**src/rtl/serial_alu.sv**
```systemverilog
`default_nettype none
// ============================================================================
// Module      : serial_alu
// Description : Handshaked 32-bit ALU. AND/OR/XOR/ADD/SUB complete in one
//               cycle; SLL/SRL/SRA shift a working register one bit per cycle
//               for shamt cycles. Unsupported op codes give result 0 with
//               the illegal flag set.
// Ports       : clk_i            - clock, rising edge
//               rst_i            - synchronous active-high reset
//               in_valid_i       - request valid
//               in_ready_o       - request can be accepted (IDLE only)
//               alu_control_op_i - operation code
//               a_i, b_i         - operands (b_i[4:0] = shift amount)
//               out_valid_o      - result valid (DONE)
//               out_ready_i      - consumer takes the result
//               result_o         - registered result
//               zero_o           - result_o == 0
//               illegal_o        - captured op code was unsupported
// Revision    : 1.0 - initial release
// ============================================================================
module serial_alu #(
    parameter int XLEN = 32
) (
    input  logic            clk_i,
    input  logic            rst_i,
    input  logic            in_valid_i,
    output logic            in_ready_o,
    input  logic [3:0]      alu_control_op_i,
    input  logic [XLEN-1:0] a_i,
    input  logic [XLEN-1:0] b_i,
    output logic            out_valid_o,
    input  logic            out_ready_i,
    output logic [XLEN-1:0] result_o,
    output logic            zero_o,
    output logic            illegal_o
);

    localparam logic [3:0] c_OP_AND = 4'b0000;
    localparam logic [3:0] c_OP_OR  = 4'b0001;
    localparam logic [3:0] c_OP_ADD = 4'b0010;
    localparam logic [3:0] c_OP_XOR = 4'b0011;
    localparam logic [3:0] c_OP_SLL = 4'b0100;
    localparam logic [3:0] c_OP_SRL = 4'b0101;
    localparam logic [3:0] c_OP_SUB = 4'b0110;
    localparam logic [3:0] c_OP_SRA = 4'b0111;

    typedef enum logic [1:0] {
        S_IDLE  = 2'd0,
        S_SHIFT = 2'd1,
        S_DONE  = 2'd2
    } state_t;

    state_t          r_state;
    state_t          w_state_nxt;
    logic [3:0]      r_op;
    logic [XLEN-1:0] r_work;
    logic [4:0]      r_cnt;
    logic [XLEN-1:0] r_result;
    logic            r_illegal;

    logic            w_accept;
    logic            w_is_shift;
    logic            w_go_shift;
    logic [XLEN-1:0] w_alu_res;
    logic            w_alu_ill;
    logic [XLEN-1:0] w_shift_step;

    assign w_is_shift = (alu_control_op_i == c_OP_SLL) ||
                        (alu_control_op_i == c_OP_SRL) ||
                        (alu_control_op_i == c_OP_SRA);
    assign w_accept   = in_valid_i && (r_state == S_IDLE);
    // A zero shift amount takes the single-cycle path with result = a.
    assign w_go_shift = w_is_shift && (b_i[4:0] != 5'd0);

    // Single-cycle result, evaluated from the live inputs on the accept edge.
    always_comb begin
        w_alu_res = '0;
        w_alu_ill = 1'b0;
        case (alu_control_op_i)
            c_OP_AND: w_alu_res = a_i & b_i;
            c_OP_OR:  w_alu_res = a_i | b_i;
            c_OP_XOR: w_alu_res = a_i ^ b_i;
            c_OP_ADD: w_alu_res = a_i + b_i;
            c_OP_SUB: w_alu_res = a_i - b_i;
            c_OP_SLL,
            c_OP_SRL,
            c_OP_SRA: w_alu_res = a_i;
            default:  w_alu_ill = 1'b1;
        endcase
    end

    // One-bit step of the captured shift op. SRA keeps replicating the MSB,
    // which still holds the sign bit of the captured operand.
    always_comb begin
        w_shift_step = r_work;
        case (r_op)
            c_OP_SLL: w_shift_step = {r_work[XLEN-2:0], 1'b0};
            c_OP_SRL: w_shift_step = {1'b0, r_work[XLEN-1:1]};
            default:  w_shift_step = {r_work[XLEN-1], r_work[XLEN-1:1]};
        endcase
    end

    // Next-state and handshake outputs.
    always_comb begin
        w_state_nxt = r_state;
        in_ready_o  = 1'b0;
        out_valid_o = 1'b0;
        case (r_state)
            S_IDLE: begin
                in_ready_o = 1'b1;
                if (w_accept) begin
                    w_state_nxt = w_go_shift ? S_SHIFT : S_DONE;
                end
            end
            S_SHIFT: begin
                if (r_cnt == 5'd1) begin
                    w_state_nxt = S_DONE;
                end
            end
            S_DONE: begin
                out_valid_o = 1'b1;
                if (out_ready_i) begin
                    w_state_nxt = S_IDLE;
                end
            end
            default: w_state_nxt = S_IDLE;
        endcase
    end

    always_ff @(posedge clk_i) begin
        if (rst_i) begin
            r_state   <= S_IDLE;
            r_op      <= '0;
            r_work    <= '0;
            r_cnt     <= '0;
            r_result  <= '0;
            r_illegal <= 1'b0;
        end else begin
            r_state <= w_state_nxt;
            case (r_state)
                S_IDLE: begin
                    if (w_accept) begin
                        r_op   <= alu_control_op_i;
                        r_work <= a_i;
                        r_cnt  <= w_is_shift ? b_i[4:0] : 5'd0;
                        if (!w_go_shift) begin
                            r_result  <= w_alu_res;
                            r_illegal <= w_alu_ill;
                        end
                    end
                end
                S_SHIFT: begin
                    r_work <= w_shift_step;
                    r_cnt  <= r_cnt - 5'd1;
                    // Result is published only with the last shift step.
                    if (r_cnt == 5'd1) begin
                        r_result  <= w_shift_step;
                        r_illegal <= 1'b0;
                    end
                end
                default: ;
            endcase
        end
    end

    assign result_o  = r_result;
    assign zero_o    = (r_result == '0);
    assign illegal_o = r_illegal;

endmodule
`default_nettype wire

```
**config.mk**
```make
export PLATFORM = sky130hd
export DESIGN_NAME = serial_alu
export DESIGN_NICKNAME = d
export VERILOG_FILES = /design/src/rtl/serial_alu.sv
export SDC_FILE = /design/constraint.sdc
export NUM_CORES = 1
export LEC_CHECK = 0
export ABC_AREA = 1
export BUFFER_PORTS_ARGS = -buffer_cell sky130_fd_sc_hd__buf_2
export CAP_MARGIN = 15
export CORE_MARGIN = 10
export CORE_UTILIZATION = 60
export CTS_CLUSTER_SIZE = 40
export DETAILED_ROUTE_END_ITERATION = 10
export GPL_TIMING_DRIVEN = 0
export MAX_ROUTING_LAYER = met4
export PLACE_DENSITY = 0.86
export SYNTH_ARGS = -nofsm -noshare
export SYNTH_HDL_FRONTEND = slang
export SYNTH_SLANG_ARGS = --single-unit
```
**constraint.sdc**
```tcl
create_clock -name clk_i -period 3.8 [get_ports clk_i]
set_clock_uncertainty 0.2 [all_clocks]
set_input_delay 0.38 -clock clk_i [delete_from_list [all_inputs] [get_ports clk_i]]
set_output_delay 0.38 -clock clk_i [all_outputs]
set_load 0.05 [all_outputs]
```
==> results.md, run 1 <==
Critical path:
- For this run, the slowest stage of the critical path takes 0.38 ns.
- The type of the worst setup path is in -> reg.
- The signal on the critical path passes through buf_2 -> inv_1 -> nand3_1 -> nor3_2 -> nand4_1 -> o21ai_1 -> xor2_1 -> ha_1 -> nand2_1 -> nor2_1 -> inv_1 -> nor3_1 -> nand3_1 -> nand4_1 -> nand3_1 -> nand2_1 -> nand2_1 -> a21oi_1.
- STA classifies the critical path endpoint as a flip-flop.
- Together, buffers and inverters on the worst path number 3.
- The signal arrival time at the worst endpoint is 3.58 ns.
- The startpoint type of the worst setup path is a primary input.
- Grouping stages by cell kind, the critical path spends the most delay in simple AND/OR/NAND/NOR gates.
- The slowest library cell on the worst path is sky130_fd_sc_hd__ha_1.
- Data on the critical path is required at its endpoint by 3.87 ns.
- In this run the worst path has a maximum fanout of 6.

Pwr:
- IR analysis of the VDD net gives a maximum drop of 0.000243 V.
- After layout, the design draws a total of 0.00333 W.
- The analysis attributes to cell leakage a power of 5.33 nW.
- Power spread over the standard cell area amounts to 340 nW/um2.

Global routing:
- The largest net degree at the start of global routing is 13.
- The via count of the first global-routing pass came to 9702.
- The wire length of the first global-routing pass is 50600 um.
- The total routing usage reported by global routing is 32.3%.
- The aggregate global routing overflow is 0.
- The initial antenna violation count is 0.

Layout:
- The count of non-filler cells in the finished layout is 1723.
- Relative to the synthesized area, the layout overhead comes to 14.1%.
- At the end of the flow the core is filled with cells to 70.1%.
- The most common library cell in the layout ignoring fill and taps is sky130_fd_sc_hd__nand2_1.
- The proportion of layout cells with a drive suffix above 1 is 10.8%.
- In the layout the commonest cells are 358 x sky130_fd_sc_hd__nand2_1, 225 x sky130_fd_sc_hd__inv_1, 147 x sky130_fd_sc_hd__o21ai_0.
- The final net count is 1710.
- The count of inserted antenna diode cells is 0.

STA:
- The count of pins over their slew limit is 0.
- For the finished layout, the period the worst path requires is 3.51 ns.
- At the pin with the least slew margin, the transition time is 0.720 ns.
- The final number of hold-violating endpoints was 0.
- Setup repair after global routing left no endpoint under its margin.
- Headroom to the max-slew limit came out at 52.0%.
- The number of setup violations in the final report is 0.
- Timing would allow up to 0.285 GHz.
- In the finished design, the share of the clock period the worst path needs comes to 92.4%.
- Summed over all failing endpoints, the final setup total negative slack is 0 ns.

Synthesis:
- The total number of yosys warnings is 0.
- In this run the cell area of the synthesized design comes to 8600 um2.
- Sequential cells were found to cover 17.7% of the synthesized design area.
- The number of nets produced by synthesis is 1591.
- Synthesis inferred 76 register bits.
- Yosys mapped the design onto 43 distinct sky130hd cell types.
- Dividing the synthesized area by the synthesized cell count gives 6.06 um2.
- For this run, asynchronously set or reset flops after synthesis account for 0%.
- The synthesized instance count is 1419.
- The count of flip-flops with a built-in enable after synthesis is 0.
- In the synthesized netlist the dominant register cell turns out to be sky130_fd_sc_hd__dfxtp_1.

Floorplan:
- The number of primary I/O pins is 108.
- Measured along the x axis, the die boundary spans 140 um.
- From bottom edge to top edge, the die measures 140 um.
- Once the floorplan was initialized, standard cells occupied 61.5% of the core.
- The die covers 19500 um2.
- The total area inside the core boundary comes to 14000 um2.
- In this run the core area contains 43 standard-cell rows.

Detailed routing:
- The first detailed-routing pass ran for 5 iterations.
- For this block, the via count after detailed routing is 10200.
- Dividing the detail-routed via count by the number of cells gives 5.94.
- The total routed wirelength is 32000 um.
- The count of nets left with antenna violations once routing finished came out at 0.
- The starting DRC count in detailed routing is 1309.
- The number of DRC violations after detailed routing is 0.
- In the final routed layout, each cell accounts on average for 18.5 um.

Placement:
- The detailed-placement wirelength estimate is 26100 um.
- The final weighted congestion in routability-driven placement is 0.986.
- The instance count after placement with tap cells included is 1706.
- Buffers placed on the I/O ports in this run total 107.

CTS:
- The clock tree buffer depth is 2.
- TritonCTS built the clock tree.
- The clock root buffer is sky130_fd_sc_hd__clkbuf_16.
- The total clock sinks is 76.
- Clock-pin slew was measured on the worst setup and hold paths at 0.06 ns.
- The H-tree depth is 3.
- The number of clock buffers inserted by TritonCTS is 9.
- The insertion delay of the later-clocked pin in the worst-skew pair is 0.34 ns.

Run status:
- The flow ran to the end, and the final reports show no timing, DRC or antenna violations.

Min path:
- The class of the tightest hold or removal check is in -> reg.

Run:
- The max capacitance violation total is 0.
[final cells by class]
cell class	instances	area [um2]
Sequential cell	76	1520
Fill cell	1331	4180
Clock inverter	4	95.1
Inverter	232	876
Multi-Input combinational cell	1060	6070
Tap cell	180	225
Buffer	51	218
Timing Repair Buffer	108	543
Clock buffer	12	256
[cell usage after synthesis (3+ instances only)]
cell type | instances | area [um2]
sky130_fd_sc_hd__o21bai_1 | 10 | 75.1
sky130_fd_sc_hd__o31ai_1 | 5 | 37.5
sky130_fd_sc_hd__nor2_1 | 118 | 443
sky130_fd_sc_hd__nand3_1 | 52 | 260
sky130_fd_sc_hd__dfxtp_1 | 76 | 1520
sky130_fd_sc_hd__ha_1 | 99 | 1240
sky130_fd_sc_hd__inv_1 | 225 | 845
sky130_fd_sc_hd__a221oi_1 | 29 | 254
sky130_fd_sc_hd__o211ai_1 | 20 | 150
sky130_fd_sc_hd__nand2_1 | 361 | 1360
sky130_fd_sc_hd__nand4_1 | 8 | 50.1
sky130_fd_sc_hd__o21ai_0 | 151 | 756
sky130_fd_sc_hd__buf_2 | 3 | 15.0
sky130_fd_sc_hd__nand3b_1 | 10 | 75.1
sky130_fd_sc_hd__a211oi_1 | 20 | 150
sky130_fd_sc_hd__a21oi_1 | 80 | 400
sky130_fd_sc_hd__or2_2 | 4 | 25.0
sky130_fd_sc_hd__xor2_1 | 32 | 280
sky130_fd_sc_hd__inv_2 | 4 | 15.0
sky130_fd_sc_hd__nor3_1 | 11 | 55.1
sky130_fd_sc_hd__nor4_1 | 10 | 62.6
sky130_fd_sc_hd__clkbuf_1 | 43 | 161
sky130_fd_sc_hd__a31oi_1 | 16 | 100
sky130_fd_sc_hd__o21ai_1 | 4 | 20.0
[report_power, final]
part | switching [W] | internal [W]
Sequential | 0.0000715 | 0.000895
Clock | 0.000329 | 0.000676
Combinational | 0.000957 | 0.000405
Total | 0.00136 | 0.00198
[tightest hold or removal path, stage by stage]
cell and delay, ns:
sky130_fd_sc_hd__buf_2 0.08, sky130_fd_sc_hd__inv_1 0.03, sky130_fd_sc_hd__nand2_1 0.08, sky130_fd_sc_hd__a21oi_1 0.06
[per-layer routing]
metal / track usage, % / vias to the layer above / routed length, um
met1: 41.1 / 4663 / 13200
met4: 12.7 / 0 / 1240
li1: - / 4910 / -
met3: 5.51 / 88 / 3370
met2: 49.9 / 579 / 14200
met5: - / - / 0
[logic make-up (layout without fill, tap and decap cells)]
| logic type | count (synthesis) | in the layout | share of synthesized area [%] |
|---|---|---|---|
| adders and majority gates | 100 | 100 | 14.6 |
| DFF | 76 | 76 | 17.7 |
| xor gates and xnor gates | 33 | 33 | 3.36 |
| and+or+nand+nor | 581 | 581 | 28.0 |
| AOI/OAI and AO/OA | 346 | 346 | 23.6 |
| buffers and inverters | 283 | 407 | 12.7 |
[final timing paths]
kind / start / end / slack (ns) / depth (start not counted)
worst max-delay path: b_i[2] / result_o[24] / 0.29 / 18
worst min-delay path: out_ready_i / r_state[1] / 0.14 / 4
worst max register to register: r_state[0] / result_o[29] / 1.49 / 10
worst min register to register: r_op[3] / r_op[3] / 0.27 / 2
[repair_timing]
| action | in CTS | in global routing |
|---|---|---|
| hold buffers | 0 | 0 |
| resized for setup | 2 | 29 |
| endpoints found under the hold margin | 0 | 0 |
| setup endpoints to repair | 1 | 12 |
| setup buffers | 0 | 1 |
| pin swaps | 0 | 4 |
[sequential cells by signal (all words and copies together), names as in the netlist]
| register | count |
|---|---|
| illegal_o | 1 |
| r_op | 4 |
| r_state | 2 |
| result_o | 32 |
| r_work | 32 |
| r_cnt | 5 |
[metrics by stage]
step,hold slack (ns),setup WS (ns),instance area [um2]
2_1_floorplan,0.241,0.645,8600
3_3_place_gp,0.251,-0.392,9360
3_5_place_dp,0.255,-0.398,9360
4_1_cts,0.130,0.0330,9720
5_1_grt,0.161,0.0317,9810
6_report,0.140,0.289,9810
Power figures use the tool's default switching activity.
==> run 2: changes to the inputs <==
REMOVE_ABC_BUFFERS = 1   (was default)
==> run 2 against run 1 <==
Effect of this change: global-route usage is 2.1 points lower; flip-flop and latch count stayed put; clock power grew 4%; critical path type unchanged; largest power group unchanged.
==> results.md, run 2 (synthesized netlist as in run 1, its figures left out) <==
Run status:
- The run finished with clean final reports.

Detailed routing:
- The total routed wirelength came to 30100 um (-5.7%).
- The starting DRC count in detailed routing was 1440 (+10%).
- The total iterations of the first detailed-routing run is 6 (+1).
- The number of nets with antenna violations after detailed routing was 0 (unchanged).
- The per-cell routed wire length was 18.0 um (-3.2%).
- The number of DRC violations after detailed routing was 0 (unchanged).
- The average via count per standard cell was 6.00 (+0.99%).
- The number of vias in the routed layout is 10100 (-1.7%).

Min path:
- The class of the tightest hold or removal check is in -> reg.
- The hold path startpoint is out_ready_i.

STA:
- The timing-limited maximum frequency is 0.285 GHz (-0.10%).
- The final total negative setup slack is 0 ns (unchanged).
- The count of pins over their slew limit is 0 (unchanged).
- The hold slack is 0.143 ns (+0.00349 ns).
- The final number of hold-violating endpoints is 0 (unchanged).
- The headroom to the max-slew limit is 19.1% (-33 points).
- The final clock period utilization by the worst path is 92.5% (+0.094 points).
- The transition time at the pin with the least slew margin is 1.21 ns (+0.492 ns).
- The final worst-path setup slack is 0.286 ns (-0.00356 ns).
- The number of setup violations in the final report is 0 (unchanged).
- The final critical delay including setup and external delays came to 3.51 ns (+0.00356 ns).

Floorplan:
- The vertical die dimension is 140 um (unchanged).
- The initial standard-cell utilization of the core is 61.5% (unchanged).
- The die area is 19500 um2 (unchanged).
- The area of the placeable core is 14000 um2 (unchanged).
- The number of rows created at floorplan was 43 (unchanged).
- The number of primary I/O pins was 108 (unchanged).
- The horizontal die dimension is 140 um (unchanged).

Placement:
- The number of I/O port buffers is 107 (unchanged).
- The detailed-placement wirelength estimate is 22700 um (-13%).
- The final weighted congestion in routability-driven placement is 1.02 (+3.6%).
- The pre-CTS worst setup slack is -0.464 ns (-0.0657 ns).

CTS:
- The total clock sinks is 76 (unchanged).
- The number of buffers inserted to repair setup after CTS is 0 (unchanged).
- TritonCTS built the clock tree.
- The clock-pin slew on the worst setup and hold paths is 0.06 ns (about the same).
- The insertion delay of the later-clocked pin in the worst-skew pair is 0.34 ns (about the same).
- The clock root buffer is sky130_fd_sc_hd__clkbuf_16.
- The number of hold buffers added after CTS is 0 (unchanged).
- The clock tree buffer depth is 2 (unchanged).
- The number of clock buffers inserted by TritonCTS was 9 (unchanged).
- The H-tree depth is 3 (unchanged).

Layout:
- The proportion of layout cells with a drive suffix above 1 was 11.2% (+0.39 points).
- The number of filler cells placed in the layout is 1272 (-4.4%).
- The library cell used most frequently in the layout, excluding fill and tap cells, is sky130_fd_sc_hd__nand2_1.
- The post-layout utilization of the core was 69.8% (-0.29 points).
- The final net count is 1665 (-2.6%).
- In the layout the commonest cells are 355 x sky130_fd_sc_hd__nand2_1, 223 x sky130_fd_sc_hd__inv_1, 147 x sky130_fd_sc_hd__o21ai_0.
- The count of inserted antenna diode cells is 0 (unchanged).
- The area growth from synthesis to layout is 13.6%.

Global routing:
- The aggregate global routing overflow is 0 (unchanged).
- The initial antenna violation count was 0 (unchanged).
- The total routing usage reported by global routing is 30.2% (-2.1 points).
- The via count of the first global-routing pass came to 9079 (-6.4%).
- The largest net degree at the start of global routing is 80 (+67).
- The wire length of the first global-routing pass was 48000 um (-5.0%).

Critical path:
- The signal arrival time at the worst endpoint came to 3.59 ns (about the same).
- The kind of end point of the critical path is a flip-flop.
- The largest fanout of any net on the critical path is 5 (-1).
- The startpoint type of the worst setup path is a primary input.
- In this run the worst setup path begins at b_i[2].
- The critical path is of the in -> reg type.
- The required time of the critical path came to 3.88 ns (about the same).
- The worst register-to-register path begins at r_state[0].

Pwr:
- The cell area power density is 344 nW/um2 (+1.3%).
- The peak supply drop came to 0.000241 V (-0.78%).
- The cell leakage power is 5.34 nW (+0.19%).

Run:
- The max capacitance violation total is 0 (unchanged).
-- run 2: report_power, final --
part	switching [W]	internal, W
Sequential	0.0000698	0.000895
Combinational	0.000940	0.000402
Clock	0.000345	0.000709
-- run 2: worst paths after layout --
kind / cells after the start / slack, ns / end
setup / recovery: 19 / 0.29 / result_o[28]
hold reg to reg: 2 / 0.26 / illegal_o
setup reg to reg: 11 / 0.29 / result_o[25]
hold / removal: 4 / 0.14 / r_state[1]
-- run 2: routing by layer --
layer,track usage (%),routed length [um]
met4,6.41,786
met1,41.2,12600
met5,-,0
met2,46.0,13200
met3,4.66,3480
-- run 2: final cells by class --
type                            count  area (um2)  area share (%)
Clock buffer                       10         229            2.34
Clock inverter                      6         136            1.40
Inverter                          232         878            8.99
Multi-Input combinational cell   1061        6100            62.5
Sequential cell                    76        1520            15.6
Tap cell                          180         225            2.31
Timing Repair Buffer              113         676            6.92
-- run 2: worst max-delay path, cell delays in order --
cell                      delay (ns)
sky130_fd_sc_hd__buf_2          0.12
sky130_fd_sc_hd__inv_1          0.21
sky130_fd_sc_hd__nand3_2        0.21
sky130_fd_sc_hd__nor3_4         0.27
sky130_fd_sc_hd__nand4_1        0.28
sky130_fd_sc_hd__o21ai_2        0.27
sky130_fd_sc_hd__nand2_1        0.11
sky130_fd_sc_hd__xor2_1         0.16
sky130_fd_sc_hd__ha_1           0.35
sky130_fd_sc_hd__a21oi_1        0.24
sky130_fd_sc_hd__o21a_1         0.16
sky130_fd_sc_hd__nand2_1        0.05
sky130_fd_sc_hd__a21oi_1        0.20
sky130_fd_sc_hd__nand2_1        0.08
sky130_fd_sc_hd__nand2_1        0.06
sky130_fd_sc_hd__nand3_1        0.06
sky130_fd_sc_hd__nand2_1        0.14
sky130_fd_sc_hd__nand2_1        0.09
sky130_fd_sc_hd__a21oi_1        0.15
-- run 2: what timing repair did --
| item | 4_1_cts | 5_1_grt |
|---|---|---|
| cloned | 0 | 1 |
| setup endpoints to repair | 19 | 21 |
| resized for setup | 3 | 28 |
| pin swaps | 0 | 5 |
| hold endpoints to repair | 0 | 0 |
-- run 2: stage by stage --
stage          power, W  instances  cell area (um2)
5_1_grt         0.00353       1678             9770
3_5_place_dp    0.00225       1660             9270
3_3_place_gp    0.00221       1655             9150
2_1_floorplan   0.00185       1368             8390
4_1_cts         0.00331       1676             9640
6_report        0.00336       1678             9770
